--- src/rtl/vram_fetch_if.sv ---
// vram_fetch_if: bundles the row-fetch control, VRAM read port, cell FIFO read side and
// host read port of vram_fetch. The master modport is the fetcher's view.
interface vram_fetch_if;
    logic        rowStart;
    logic [4:0]  textRow;
    logic [12:0] vramRdAddr;
    logic [7:0]  vramRdData;
    logic        cellValid;
    logic [7:0]  cellChar;
    logic [7:0]  cellAttr;
    logic        cellRd;
    logic        rowDone;
    logic        hostRdReq;
    logic [12:0] hostRdAddr;
    logic [7:0]  hostRdData;
    logic        hostRdAck;

    modport master (
        input  rowStart, textRow, vramRdData, cellRd, hostRdReq, hostRdAddr,
        output vramRdAddr, cellValid, cellChar, cellAttr, rowDone, hostRdData, hostRdAck
    );

    modport slave (
        output rowStart, textRow, vramRdData, cellRd, hostRdReq, hostRdAddr,
        input  vramRdAddr, cellValid, cellChar, cellAttr, rowDone, hostRdData, hostRdAck
    );
endinterface

--- src/rtl/vram_fetch.sv ---
// vram_fetch: display-side reader for the 80x30 text-mode VRAM. Fetches one text row of
// char/attr pairs into a 2-entry cell FIFO and, when the macro VRAM_FETCH_HOST_EN is
// defined, interleaves host reads into free read slots. Without the macro the host port
// is inert (ack and data tied to 0).
module vram_fetch #(
    parameter int unsigned COLS = 80,
    parameter int unsigned ROWS = 30
) (
    input  logic         clk,
    input  logic         rst,
    vram_fetch_if.master bus
);

`ifdef VRAM_FETCH_HOST_EN
    typedef enum logic [1:0] {StIdle, StChar, StAttr, StHost} state_t;
`else
    typedef enum logic [1:0] {StIdle, StChar, StAttr} state_t;
`endif

    state_t      state, nextState;
    logic        rowActive;
    logic [6:0]  col;          // next column to fetch
    logic [12:0] rowBase;
    logic [12:0] rdAddr;
    logic        capChar;      // char byte on vramRdData this cycle
    logic        capAttr;      // attr byte on vramRdData this cycle -> push
    logic        capLast;      // the pending push is the last cell of the row
    logic [7:0]  charByte;
    logic [15:0] fifoMem [2];
    logic        wrPtr, rdPtr;
    logic [1:0]  count;        // FIFO occupancy
    logic [1:0]  reserved;     // cells issued but not yet pushed
    logic        rowDoneQ;

    logic        flush, rowValid, pop, slotFree, hostPending, issueChar, lastCell;
    logic [6:0]  colNext, fetchCol;
    logic [12:0] newBase, charAddr;

    assign flush    = bus.rowStart;
    assign rowValid = 32'(bus.textRow) < ROWS;
    // Flush wins over a coincident pop.
    assign pop      = bus.cellRd && (count != 2'd0) && !flush;
    // A pop this cycle already frees its slot for the next issue decision.
    assign slotFree = ({1'b0, count} + {1'b0, reserved} - {2'b0, pop}) < 3'd2;
    assign colNext  = col + 7'd1;
    assign lastCell = 32'(colNext) == COLS;
    // Leaving ATTR the column advances in the same edge, so fetch the next one.
    assign fetchCol = (state == StAttr) ? colNext : col;
    // textRow * 160 = textRow * 128 + textRow * 32
    assign newBase  = {1'b0, bus.textRow, 7'b0} + {3'b0, bus.textRow, 5'b0};
    assign charAddr = rowBase + {5'b0, fetchCol, 1'b0};
    assign issueChar = (nextState == StChar);

    assign bus.vramRdAddr = rdAddr;
    assign bus.cellValid  = (count != 2'd0);
    assign bus.cellChar   = fifoMem[rdPtr][15:8];
    assign bus.cellAttr   = fifoMem[rdPtr][7:0];
    assign bus.rowDone    = rowDoneQ;

`ifdef VRAM_FETCH_HOST_EN
    logic       capHost;
    logic       hostAck;
    logic [7:0] hostData;

    // Pending means requested and neither being read, captured nor acknowledged.
    assign hostPending = bus.hostRdReq && (state != StHost) && !capHost && !hostAck;
    assign bus.hostRdAck  = hostAck;
    assign bus.hostRdData = hostData;

    // Host read capture: data arrives the cycle after HOST, ack one cycle later.
    always_ff @(posedge clk) begin
        if (rst) begin
            capHost  <= 1'b0;
            hostAck  <= 1'b0;
            hostData <= 8'h00;
        end else begin
            capHost <= (state == StHost);
            hostAck <= capHost;
            if (capHost) begin
                hostData <= bus.vramRdData;
            end
        end
    end
`else
    logic unusedHost;

    assign unusedHost     = bus.hostRdReq ^ (^bus.hostRdAddr);
    assign hostPending    = 1'b0;
    assign bus.hostRdAck  = 1'b0;
    assign bus.hostRdData = 8'h00;
`endif

    // Read-slot arbitration: a char/attr pair is never split by a host read.
    always_comb begin
        nextState = state;
        unique case (state)
            StIdle: begin
                if (hostPending) begin
`ifdef VRAM_FETCH_HOST_EN
                    nextState = StHost;
`endif
                end else if (rowActive && slotFree) begin
                    nextState = StChar;
                end
            end
            StChar: nextState = StAttr;
            StAttr: begin
                if (hostPending) begin
`ifdef VRAM_FETCH_HOST_EN
                    nextState = StHost;
`endif
                end else if (rowActive && !lastCell && slotFree) begin
                    nextState = StChar;
                end else begin
                    nextState = StIdle;
                end
            end
`ifdef VRAM_FETCH_HOST_EN
            StHost: nextState = (rowActive && slotFree) ? StChar : StIdle;
`endif
            default: nextState = StIdle;
        endcase
        // A new row abandons any half-issued pair.
        if (flush) begin
            nextState = StIdle;
        end
    end

    // FSM state, registered read address, data capture and cell FIFO.
    always_ff @(posedge clk) begin
        if (rst) begin
            state      <= StIdle;
            rowActive  <= 1'b0;
            col        <= 7'd0;
            rowBase    <= 13'd0;
            rdAddr     <= 13'd0;
            capChar    <= 1'b0;
            capAttr    <= 1'b0;
            capLast    <= 1'b0;
            charByte   <= 8'h00;
            fifoMem[0] <= 16'h0000;
            fifoMem[1] <= 16'h0000;
            wrPtr      <= 1'b0;
            rdPtr      <= 1'b0;
            count      <= 2'd0;
            reserved   <= 2'd0;
            rowDoneQ   <= 1'b0;
        end else begin
            state    <= nextState;
            capChar  <= (state == StChar) && !flush;
            capAttr  <= (state == StAttr) && !flush;
            capLast  <= (state == StAttr) && lastCell;
            rowDoneQ <= 1'b0;

            if (capChar) begin
                charByte <= bus.vramRdData;
            end

            if (nextState == StChar) begin
                rdAddr <= charAddr;
            end else if (nextState == StAttr) begin
                rdAddr <= rdAddr + 13'd1;
`ifdef VRAM_FETCH_HOST_EN
            end else if (nextState == StHost) begin
                rdAddr <= bus.hostRdAddr;
`endif
            end

            if (flush) begin
                rowActive <= rowValid;
                col       <= 7'd0;
                rowBase   <= newBase;
                count     <= 2'd0;
                reserved  <= 2'd0;
                wrPtr     <= 1'b0;
                rdPtr     <= 1'b0;
            end else begin
                if (state == StAttr) begin
                    col <= colNext;
                    if (lastCell) begin
                        rowActive <= 1'b0;
                    end
                end
                if (capAttr) begin
                    fifoMem[wrPtr] <= {charByte, bus.vramRdData};
                    wrPtr          <= ~wrPtr;
                    rowDoneQ       <= capLast;
                end
                if (pop) begin
                    rdPtr <= ~rdPtr;
                end
                count    <= count + {1'b0, capAttr} - {1'b0, pop};
                reserved <= reserved + {1'b0, issueChar} - {1'b0, capAttr};
            end
        end
    end

endmodule
--- src/flat_wrapper.sv ---
// flat-port wrapper written by rule: the top's interface ports become plain ports
module vram_fetch_flat 
#(
    parameter int unsigned COLS = 80,
    parameter int unsigned ROWS = 30
)
  (clk, rst, bus_rowStart, bus_textRow, bus_vramRdData, bus_cellRd, bus_hostRdReq, bus_hostRdAddr, bus_vramRdAddr, bus_cellValid, bus_cellChar, bus_cellAttr, bus_rowDone, bus_hostRdData, bus_hostRdAck);
  vram_fetch_if bus_i ();
  input  logic clk;
  input  logic rst;
  input wire logic [$bits(bus_i.rowStart)-1:0] bus_rowStart;
  input wire logic [$bits(bus_i.textRow)-1:0] bus_textRow;
  input wire logic [$bits(bus_i.vramRdData)-1:0] bus_vramRdData;
  input wire logic [$bits(bus_i.cellRd)-1:0] bus_cellRd;
  input wire logic [$bits(bus_i.hostRdReq)-1:0] bus_hostRdReq;
  input wire logic [$bits(bus_i.hostRdAddr)-1:0] bus_hostRdAddr;
  output wire logic [$bits(bus_i.vramRdAddr)-1:0] bus_vramRdAddr;
  output wire logic [$bits(bus_i.cellValid)-1:0] bus_cellValid;
  output wire logic [$bits(bus_i.cellChar)-1:0] bus_cellChar;
  output wire logic [$bits(bus_i.cellAttr)-1:0] bus_cellAttr;
  output wire logic [$bits(bus_i.rowDone)-1:0] bus_rowDone;
  output wire logic [$bits(bus_i.hostRdData)-1:0] bus_hostRdData;
  output wire logic [$bits(bus_i.hostRdAck)-1:0] bus_hostRdAck;
  assign bus_i.rowStart = bus_rowStart;
  assign bus_i.textRow = bus_textRow;
  assign bus_i.vramRdData = bus_vramRdData;
  assign bus_i.cellRd = bus_cellRd;
  assign bus_i.hostRdReq = bus_hostRdReq;
  assign bus_i.hostRdAddr = bus_hostRdAddr;
  assign bus_vramRdAddr = bus_i.vramRdAddr;
  assign bus_cellValid = bus_i.cellValid;
  assign bus_cellChar = bus_i.cellChar;
  assign bus_cellAttr = bus_i.cellAttr;
  assign bus_rowDone = bus_i.rowDone;
  assign bus_hostRdData = bus_i.hostRdData;
  assign bus_hostRdAck = bus_i.hostRdAck;
  vram_fetch #(.COLS(COLS), .ROWS(ROWS)) u_core (.clk(clk), .rst(rst), .bus(bus_i));
endmodule
--- config.mk ---
export PLATFORM = sky130hd
export DESIGN_NAME = vram_fetch_flat
export DESIGN_NICKNAME = d
export VERILOG_FILES = /design/src/rtl/vram_fetch_if.sv /design/src/rtl/vram_fetch.sv /design/src/flat_wrapper.sv
export SDC_FILE = /design/constraint.sdc
export NUM_CORES = 1
export LEC_CHECK = 0
export CAP_MARGIN = 20
export CORE_ASPECT_RATIO = 1.25
export CORE_MARGIN = 10
export CORE_UTILIZATION = 40
export CTS_CLUSTER_DIAMETER = 120
export DETAILED_ROUTE_END_ITERATION = 8
export HOLD_SLACK_MARGIN = 0.02
export SLEW_MARGIN = 20
export SYNTH_ARGS = -nofsm -noshare
export SYNTH_HDL_FRONTEND = slang
export SYNTH_SLANG_ARGS = --single-unit
--- constraint.sdc ---
create_clock -name clk -period 4.4 [get_ports clk]
set_input_delay 0.88 -clock clk [delete_from_list [all_inputs] [get_ports clk]]
set_output_delay 0.88 -clock clk [all_outputs]
set_load 0.02 [all_outputs]
### After elaboration in Yosys (flattened, before gate mapping)

Memory sizes are Yosys's and may differ from the RTL's. A register that Yosys moved wholly into a read port is not among the register bits.
Cells that the tools add are included.

| storage, ports and cells | value |
|---|---|
| flip-flop bits (word level) | 54 |
| bits in writable memories | 32 |
| input bits | 31 |
| output and inout bits | 40 |
| logic and storage cells | 75 |
| memories kept | 1 |

Memory list:

| name | words | bits a word | rd ports | clocked after memory_dff | write ports | line | source |
|---|---|---|---|---|---|---|---|
| u_core.fifoMem | 2 | 16 | 1 | 1 | 2 | vram_fetch.sv:29 | `logic [15:0] fifoMem [2];` |

| operators by class | value |
|---|---|
| $add $sub $neg | 10 |
| order comparisons | 2 |
| eq/ne operators | 5 |
| multiplexer cells | 21 |
| bitwise operators | 3 |
| reductions and logical operators | 19 |

Operators with widths:

| operator | number |
|---|---|
| two-way mux 13 bit | 2 |
| two-way mux 16 bit | 1 |
| OR reduction 16 bit | 1 |
| two-way mux 1 bit | 14 |
| adder 12 x 10 -> 13 bit | 1 |
| adder 13 x 1 -> 13 bit (second input constant) | 1 |
| adder 13 x 8 -> 13 bit | 1 |
| logical AND 1 bit | 8 |
| nonzero test 2 bit | 4 |
| adder 7 x 1 -> 7 bit (second input constant) | 1 |
| equality test 7 bit (second input constant) | 1 |
| two-way mux 7 bit | 1 |
| case mux 2 bit (3 select lines) | 1 |
| less-than comparator 5 bit (second input constant) | 1 |
| adder 2 x 1 -> 2 bit | 2 |
| equality test 2 x 1 -> 1 bit (second input constant) | 2 |
| equality test 2 bit (second input constant) | 2 |
| two-way mux 2 bit | 2 |
| subtractor 2 x 1 -> 2 bit | 2 |
| adder 2 x 2 -> 3 bit | 1 |
| less-than comparator 3 x 2 -> 1 bit (second input constant) | 1 |
| NOT 1 bit | 3 |
| OR reduction 3 bit | 1 |
| subtractor 3 x 1 -> 3 bit | 1 |
| other kinds (4) | 5 |

### Longest topological paths before layout

Gate-level depths: netlist of run 1.

| depth | value |
|---|---|
| depth in word-level cells | 12 |
| gate-level depth with buffers | 13 |
| gate-level depth less buffers | 12 |

### Worst setup path after synthesis of run 1

No wires, ideal clock.

| timing | value |
|---|---|
| path type | input port to flip-flop |
| start | input bus_rowStart |
| end | register u_core.rdAddr[1] (netlist: u_core.bus.vramRdAddr[1]) |
| setup time | 0.116 ns |
| arrival | 3.392 ns |
| required time | 4.284 ns |
| path slack | 0.891 ns |
| cell stages on the path | 12 |
| path buffers | 2 |
| cell sequence | nand2b_1 -> nor3_1 -> o21ai_0 -> fa_1 -> nor2b_1 -> nand4_1 -> a21oi_1 -> ha_1 -> clkbuf_1 -> buf_1 -> a211oi_1 -> a31o_2 |

| on the way | value |
|---|---|
| word-level cells in the longest chain between the ends | 10 |
| elaborated cells between the ends (all ways) | 14 |
| those cells by class | add/sub: 1; order compare: 1; eq/ne: 2; mux: 5; reduce/logical: 5 |

RTL lines:

| element | line | source |
|---|---|---|
| start: declaration | flat_wrapper.sv:11 | `input wire logic [$bits(bus_i.rowStart)-1:0] bus_rowStart;` |
| zero test 1 bit | vram_fetch.sv:42 | `assign pop = bus.cellRd && (count != 2'd0) && !flush;` |
| logical AND 1 bit | vram_fetch.sv:42 |  |
| subtractor 3 x 1 -> 3 bit | vram_fetch.sv:44 | `assign slotFree = ({1'b0, count} + {1'b0, reserved} - {2'b0, pop}) < 3'd2;` |
| less-than comparator 3 x 2 -> 1 bit | vram_fetch.sv:44 |  |
| logical AND 1 bit, on equally long branches | vram_fetch.sv:112, vram_fetch.sv:102 |  |
| two-way mux 1 bit / two-way mux 2 bit (equally long branches) | vram_fetch.sv:112, vram_fetch.sv:102 |  |
| case mux 2 bit (3 select lines) | vram_fetch.sv:96 | `unique case (state)` |
| two-way mux 2 bit * | vram_fetch.sv:124 | `if (flush) begin` |
| via u_core.nextState[0] | vram_fetch.sv:20 | `state_t state, nextState;` |
| equality test 2 x 1 -> 1 bit / equality test 2 bit (equally long branches) | vram_fetch.sv:159, vram_fetch.sv:161 |  |
| two-way mux 13 bit / nonzero test 2 bit (equally long branches) | n/a |  |
| end signal: assignment | vram_fetch.sv:160 | `rdAddr <= charAddr;` |
| end signal: assignment | vram_fetch.sv:162 | `rdAddr <= rdAddr + 13'd1;` |
| end: declaration | vram_fetch.sv:24 | `logic [12:0] rdAddr;` |

Mark *: on every way through the listed nets, which the timed path passes. The rest lies on a longest branch.
A chain may end at the register's enable or synchronous reset.

### Final worst setup path of run 1

| timing | value |
|---|---|
| start | input bus_rowStart |
| end | register u_core.rdAddr[9] (netlist: u_core.bus.vramRdAddr[9]) |

The elaborated chain is that of the path after synthesis.

==> flow_summary.json, run 1 <==
{
  "tightest_slew_ns": 0.779,
  "h-tree-depth": 3,
  "synth_seq_cells": 81,
  "drtIter0Drc": 118,
  "startpoint": "bus_rowStart",
  "numCtsBuffers": 9,
  "grt_pass1_wl_mm": 14.9,
  "hold_viol_final": 0,
  "leakagePower_uw": 0.00190,
  "criticalPathCategory": "primary input to flop",
  "synth_most_common_cell": "dfxtp_1",
  "routed_wl_mm": 8.76,
  "ctsHoldBuffers": 0,
  "antenna_cells": 0,
  "post_cts_resized": 0,
  "grt_max_degree": 30,
  "yosysUniqueCellTypes": 59,
  "yosysSeqAreaShare_pct": 47.0,
  "crit_chain": "clkdlybuf4s50_1 > nand2b_1 > nor3_1 > o21ai_0 > fa_1 > nor2b_1 > nand4_1 > a21oi_1 > ha_1 > nand2b_1 > a2111oi_0 > nor3_1 > a21oi_1",
  "ys_warn_count": 0,
  "end_kind": "flop",
  "worst_clock_skew_ns": 0.00946,
  "slew_viol_final": 0,
  "dieArea_um2": 14800,
  "grt_usage_pct": 12.1,
  "final_cells": 590,
  "dpl.hpwl_mm": 6.23,
  "drive_above_1_share_pct": 12.1,
  "worstPathMaxFanout": 7,
  "critPathTopFamily": "simple AND/OR/NAND/NOR gates",
  "min_period_ns": 3.84,
  "yosysTopAreaCell": "dfxtp_1",
  "cts.clk_slew.worst_paths_ns": 0.07,
  "synthArstFlopShare_pct": 0,
  "die_h_um": 134,
  "grt.overflow.total": 0,
  "postCtsSetupBuffers": 0,
  "setup_viol": 0,
  "rows": 41,
  "post_dp_cell_area_um2": 4730,
  "maxCapViolCount": 0,
  "final_area_um2": 5040,
  "synth_commonest_cells": "49 x dfxtp_1, 41 x and2_1, 35 x nor2_1",
  "critPathBufInv": 1,
  "vdd_drop_max_uv": 180,
  "dp_cells": 574,
  "clockBufferDepth": 2,
  "synthTopCellsByArea": "dfxtp_1 24%, edfxtp_1 23%, and2_1 6.2%, mux2_2 4.6%, ha_1 3.9%",
  "antenna_left": 0,
  "synth_edf_count": 32,
  "yosys_most_used_dff": "dfxtp_1",
  "power_density_nw_per_um2": 342,
  "startpoint_type": "primary input",
  "gp_routability_congestion": 0.804,
  "critPathSlowestCell": "fa_1",
  "cts_root_buf": "clkbuf_16",
  "fin_crit_sh_pct": 87.3,
  "initial_utilization_pct": 40.9,
  "cts.sinks": 81,
  "antenna_found_initial": 0,
  "drc": 0,
  "first_pass_iters": 4,
  "syn_area_um2": 4130,
  "grt_pass1_vias": 3095,
  "status": "finished, final reports clean",
  "boundaryPins": 71,
  "rsz0062_at_grt": "no",
  "die_w_um": 111,
  "min_from": "u_core.capLast",
  "clock_insertion_delay_worst_skew_ns": 0.34,
  "reg2reg_setup_slack_ns": 1.30,
  "relSlewSlack_pct": 48.0,
  "syn_inst": 405,
  "synth_top_cell_area_share_pct": 23.7,
  "nNetsFinal": 503,
  "vias": 3027,
  "hp-class": "flop to flop",
  "post_drt_wl_per_cell_um": 14.8,
  "area_growth_pct": 21.9,
  "required_ns": 4.67,
  "vias_per_cell": 5.13,
  "tns_ns": 0,
  "port_buffers": 47,
  "avgSynthCellArea_um2": 10.2,
  "r2r_start": "u_core.count[1]",
  "cts_tree": "built",
  "design.core.area_um2": 10100,
  "max_clock_freq_mhz": 260,
  "crit_arrival_ns": 4.12,
  "worst_path_largest_cell_delay_ns": 0.49
}
final cells by class:
class                      count  area (um^2)
clock inverter                 7         83.8
fill                         952         5070
tap                          129          161
timing repair buffer          55          531
multi-input combinational    288         2020
inverter                      21         78.8
clock buffer                   9          225
sequential                    81         1940
cells by family after synthesis:
| family | share of synthesized area (%) |
|---|---|
| flops | 47.0 |
| mux | 8.02 |
| xor+xnor | 3.60 |
| buf+inv | 4.96 |
| other cells | 0.0907 |
| fa+ha+maj | 5.39 |
| compound gates | 9.56 |
| simple gates | 21.4 |
flip-flops by register name (all words and copies together), names as in the netlist, named ones only:
register	flops
u_core.wrPtr	1
u_core.bus.rowDone	1
u_core.charByte	8
u_core.state	1
u_core.col	7
u_core.bus.vramRdAddr	13
u_core.rowBase	8
u_core.count	2
u_core.capChar	1
u_core.fifoMem	32
u_core.capLast	1
u_core.rowActive	1
u_core.capAttr	1
u_core.rdPtr	1
u_core.reserved	2
worst register-to-register path, delay by kind of cell (launching register included):
family,cells,cell delay (ns)
adder cells (fa/ha/maj),2,0.82
AO/OA/AOI/OAI,4,0.89
flip-flops,1,0.36
AND/OR/NAND/NOR,5,0.93
buffers and inverters,1,0.07
metal layers:
metal  up-vias  GRT usage (%)  routed length, um
li1       1520              -                  -
met1      1443           13.3               3640
met2        53           21.9               4670
met3        11           3.10                336
met4         0           4.13                114
met5         -              0                  0
power breakdown:
part | switching [uW] | internal (uW) | total, uW
sequential | 14.2 | 798 | 812
clock | 324 | 451 | 775
combinational | 77.2 | 57.3 | 134
path summary, 6_finish.rpt:
| kind | end | cells after the start |
|---|---|---|
| max | u_core.bus.vramRdAddr[9] | 13 |
| min | u_core.bus.rowDone | 1 |
| max reg2reg | u_core.bus.vramRdAddr[9] | 12 |
| min reg2reg | u_core.bus.rowDone | 1 |
metrics by stage:
stage	util (%)	power (uW)	worst slack (ns)	hold slack [ns]
finish	49.9	1720	0.558	0.472
global route	49.9	1790	0.271	0.494
CTS	49.9	1740	0.542	0.478
detailed placement	46.8	964	0.208	0.469
global placement	46.8	962	0.300	0.456
floorplan	-	910	0.891	0.437
cells in the final DEF (no fill, tap or decap), drive strengths merged, types with 2 or more instances in the layout:
master	instances
fa	3
o211ai	2
nor2b	7
nand4	7
or2	4
nand2	20
o311ai	2
clkbuf	9
o21ai	11
nor3	8
and3	6
a31oi	5
nor4	7
a211oi	6
nor2	35
dfxtp	49
buf	8
a21oi	15
xnor2	10
clkinv	3
and2	42
conb	9
mux2i	14
xor2	7
mux2	17
ha	13
nand2b	6
clkdlybuf4s50	47
inv	23
a2111oi	2
nand3	10
a21o	3
edfxtp	32
Power figures use the tool's default switching activity.
==> run 2: changes to the inputs <==
- CAP_MARGIN: 20 -> unset
- GPL_ROUTABILITY_DRIVEN: unset -> 0
- clock period: 4.4 -> 4.6 ns (I/O delays scaled with it)
==> flow_summary.json, run 2 (synthesis gave the netlist of run 1 again) <==
{
  "cts.sinks": 81,
  "vias": 3036,
  "dieArea_um2": 14800,
  "boundaryPins": 71,
  "ctsHoldBuffers": 0,
  "vias_per_cell": 5.15,
  "grt_usage_pct": 11.9,
  "crit_arrival_ns": 4.19,
  "port_buffers": 47,
  "status": "finished, final reports clean",
  "tightest_slew_ns": 0.779,
  "post_drt_wl_per_cell_um": 14.9,
  "leakagePower_uw": 0.00187,
  "startpoint_type": "primary input",
  "rows": 41,
  "routed_wl_mm": 8.79,
  "dpl.hpwl_mm": 6.29,
  "slew_viol_final": 0,
  "postCtsSetupBuffers": 0,
  "antenna_found_initial": 0,
  "grt_max_degree": 30,
  "drive_above_1_share_pct": 11.5,
  "worst_path_largest_cell_delay_ns": 0.49,
  "cts.clk_slew.worst_paths_ns": 0.06,
  "clockBufferDepth": 2,
  "numCtsBuffers": 9,
  "relSlewSlack_pct": 48.0,
  "die_w_um": 111,
  "cts_root_buf": "clkbuf_16",
  "criticalPathCategory": "primary input to flop",
  "nNetsFinal": 502,
  "post_cts_resized": 0,
  "power_density_nw_per_um2": 311,
  "worstPathMaxFanout": 11,
  "first_pass_iters": 4,
  "hp-class": "flop to flop",
  "final_cell_mix": "49 x dfxtp_1, 47 x clkdlybuf4s50_1, 41 x and2_1, 35 x nor2_1, 32 x edfxtp_1",
  "worst_clock_skew_ns": 0.00429,
  "maxCapViolCount": 0,
  "setup_viol": 0,
  "rsz0062_at_grt": "no",
  "dp_slack_ns": 0.299,
  "required_ns": 4.88,
  "antenna_cells": 0,
  "tns_ns": 0,
  "end_kind": "flop",
  "area_growth_pct": 20.9,
  "grt_pass1_vias": 3118,
  "n_fill_cell": 969,
  "drtIter0Drc": 135,
  "vdd_drop_max_uv": 195,
  "design.core.area_um2": 10100,
  "final_common_cell": "dfxtp_1",
  "initial_utilization_pct": 40.9,
  "antenna_left": 0,
  "multi_input_comb_area_um2": 2020,
  "drc": 0,
  "finalWorstSetupSlack_ns": 0.682,
  "regArea_um2": 1940,
  "h-tree-depth": 3,
  "grt.overflow.total": 0,
  "whs_ns": 0.472,
  "crit_chain": "clkdlybuf4s50_1 > nand2b_1 > nor3_1 > o21ai_0 > fa_1 > nor2b_1 > nand4_1 > a21oi_1 > ha_1 > buf_4 > inv_1 > nand2_1 > a211oi_1 > a31o_2",
  "max_clock_freq_mhz": 255,
  "grt_pass1_wl_mm": 14.8,
  "clock_insertion_delay_worst_skew_ns": 0.33,
  "die_h_um": 134,
  "cts_tree": "built",
  "min_period_ns": 3.92,
  "hold_viol_final": 0,
  "fin_crit_sh_pct": 85.2,
  "largest_register_ffs": 32,
  "top_register": "u_core.fifoMem",
  "critPathSlowestCell": "fa_1"
}
run 2: area by class of cell:
| cell class | count | area share (%) |
|---|---|---|
| Multi-Input combinational cell | 288 | 40.4 |
| Sequential cell | 81 | 38.9 |
| Tap cell | 129 | 3.23 |
| Clock buffer | 11 | 4.86 |
| Clock inverter | 5 | 0.626 |
| Timing Repair Buffer | 54 | 10.5 |
| Inverter | 21 | 1.58 |
run 2: routing by layer:
metal | GRT usage (%) | wire, um | up-vias | share of wire, %
li1 | - | - | 1512 | -
met1 | 12.4 | 3600 | 1474 | 41
met2 | 22.2 | 4780 | 41 | 54
met3 | 2.70 | 318 | 9 | 3.6
met4 | 5.00 | 85 | 0 | 0.97
met5 | 0 | 0 | - | 0
run 2: final timing paths:
| path | depth (start not counted) | slack [ns] | endpoint | start |
|---|---|---|---|---|
| worst max-delay path | 14 | 0.68 | u_core.bus.vramRdAddr[1] | bus_rowStart |
| worst min-delay path | 1 | 0.47 | u_core.bus.rowDone | u_core.capLast |
| worst max register to register | 13 | 1.47 | u_core.bus.vramRdAddr[1] | u_core.count[1] |
| worst min register to register | 1 | 0.47 | u_core.bus.rowDone | u_core.capLast |
run 2: power breakdown:
part / switching, uW / internal [uW] / leakage, uW / total (uW)
clock network: 273 / 377 / 0.000125 / 650
registers: 13.5 / 763 / 0.000728 / 777
logic: 73.6 / 54.6 / 0.00102 / 128
total: 360 / 1200 / 0.00187 / 1550
run 2: through the flow:
step / utilization, % / total power, uW / instances / instance area, um^2
floorplan: - / 871 / 413 / 4160
global placement: 46.7 / 920 / 573 / 4720
detailed placement: 46.7 / 922 / 573 / 4720
CTS: 49.4 / 1570 / 589 / 5000
global route: 49.4 / 1620 / 589 / 5000
finish: 49.4 / 1550 / 589 / 5000
run 2: worst max-delay path: cells and delay by family:
kind | cells | cell delay (ns)
buf+inv | 3 | 0.86
fa+ha+maj | 2 | 0.80
simple gates | 5 | 0.93
compound gates | 4 | 0.68
==> run 3: changes to the inputs <==
- GPL_ROUTABILITY_DRIVEN: 0 -> 1
==> results of run 3 <==
Final layout, timing and power as in run 2 (identical DEF).
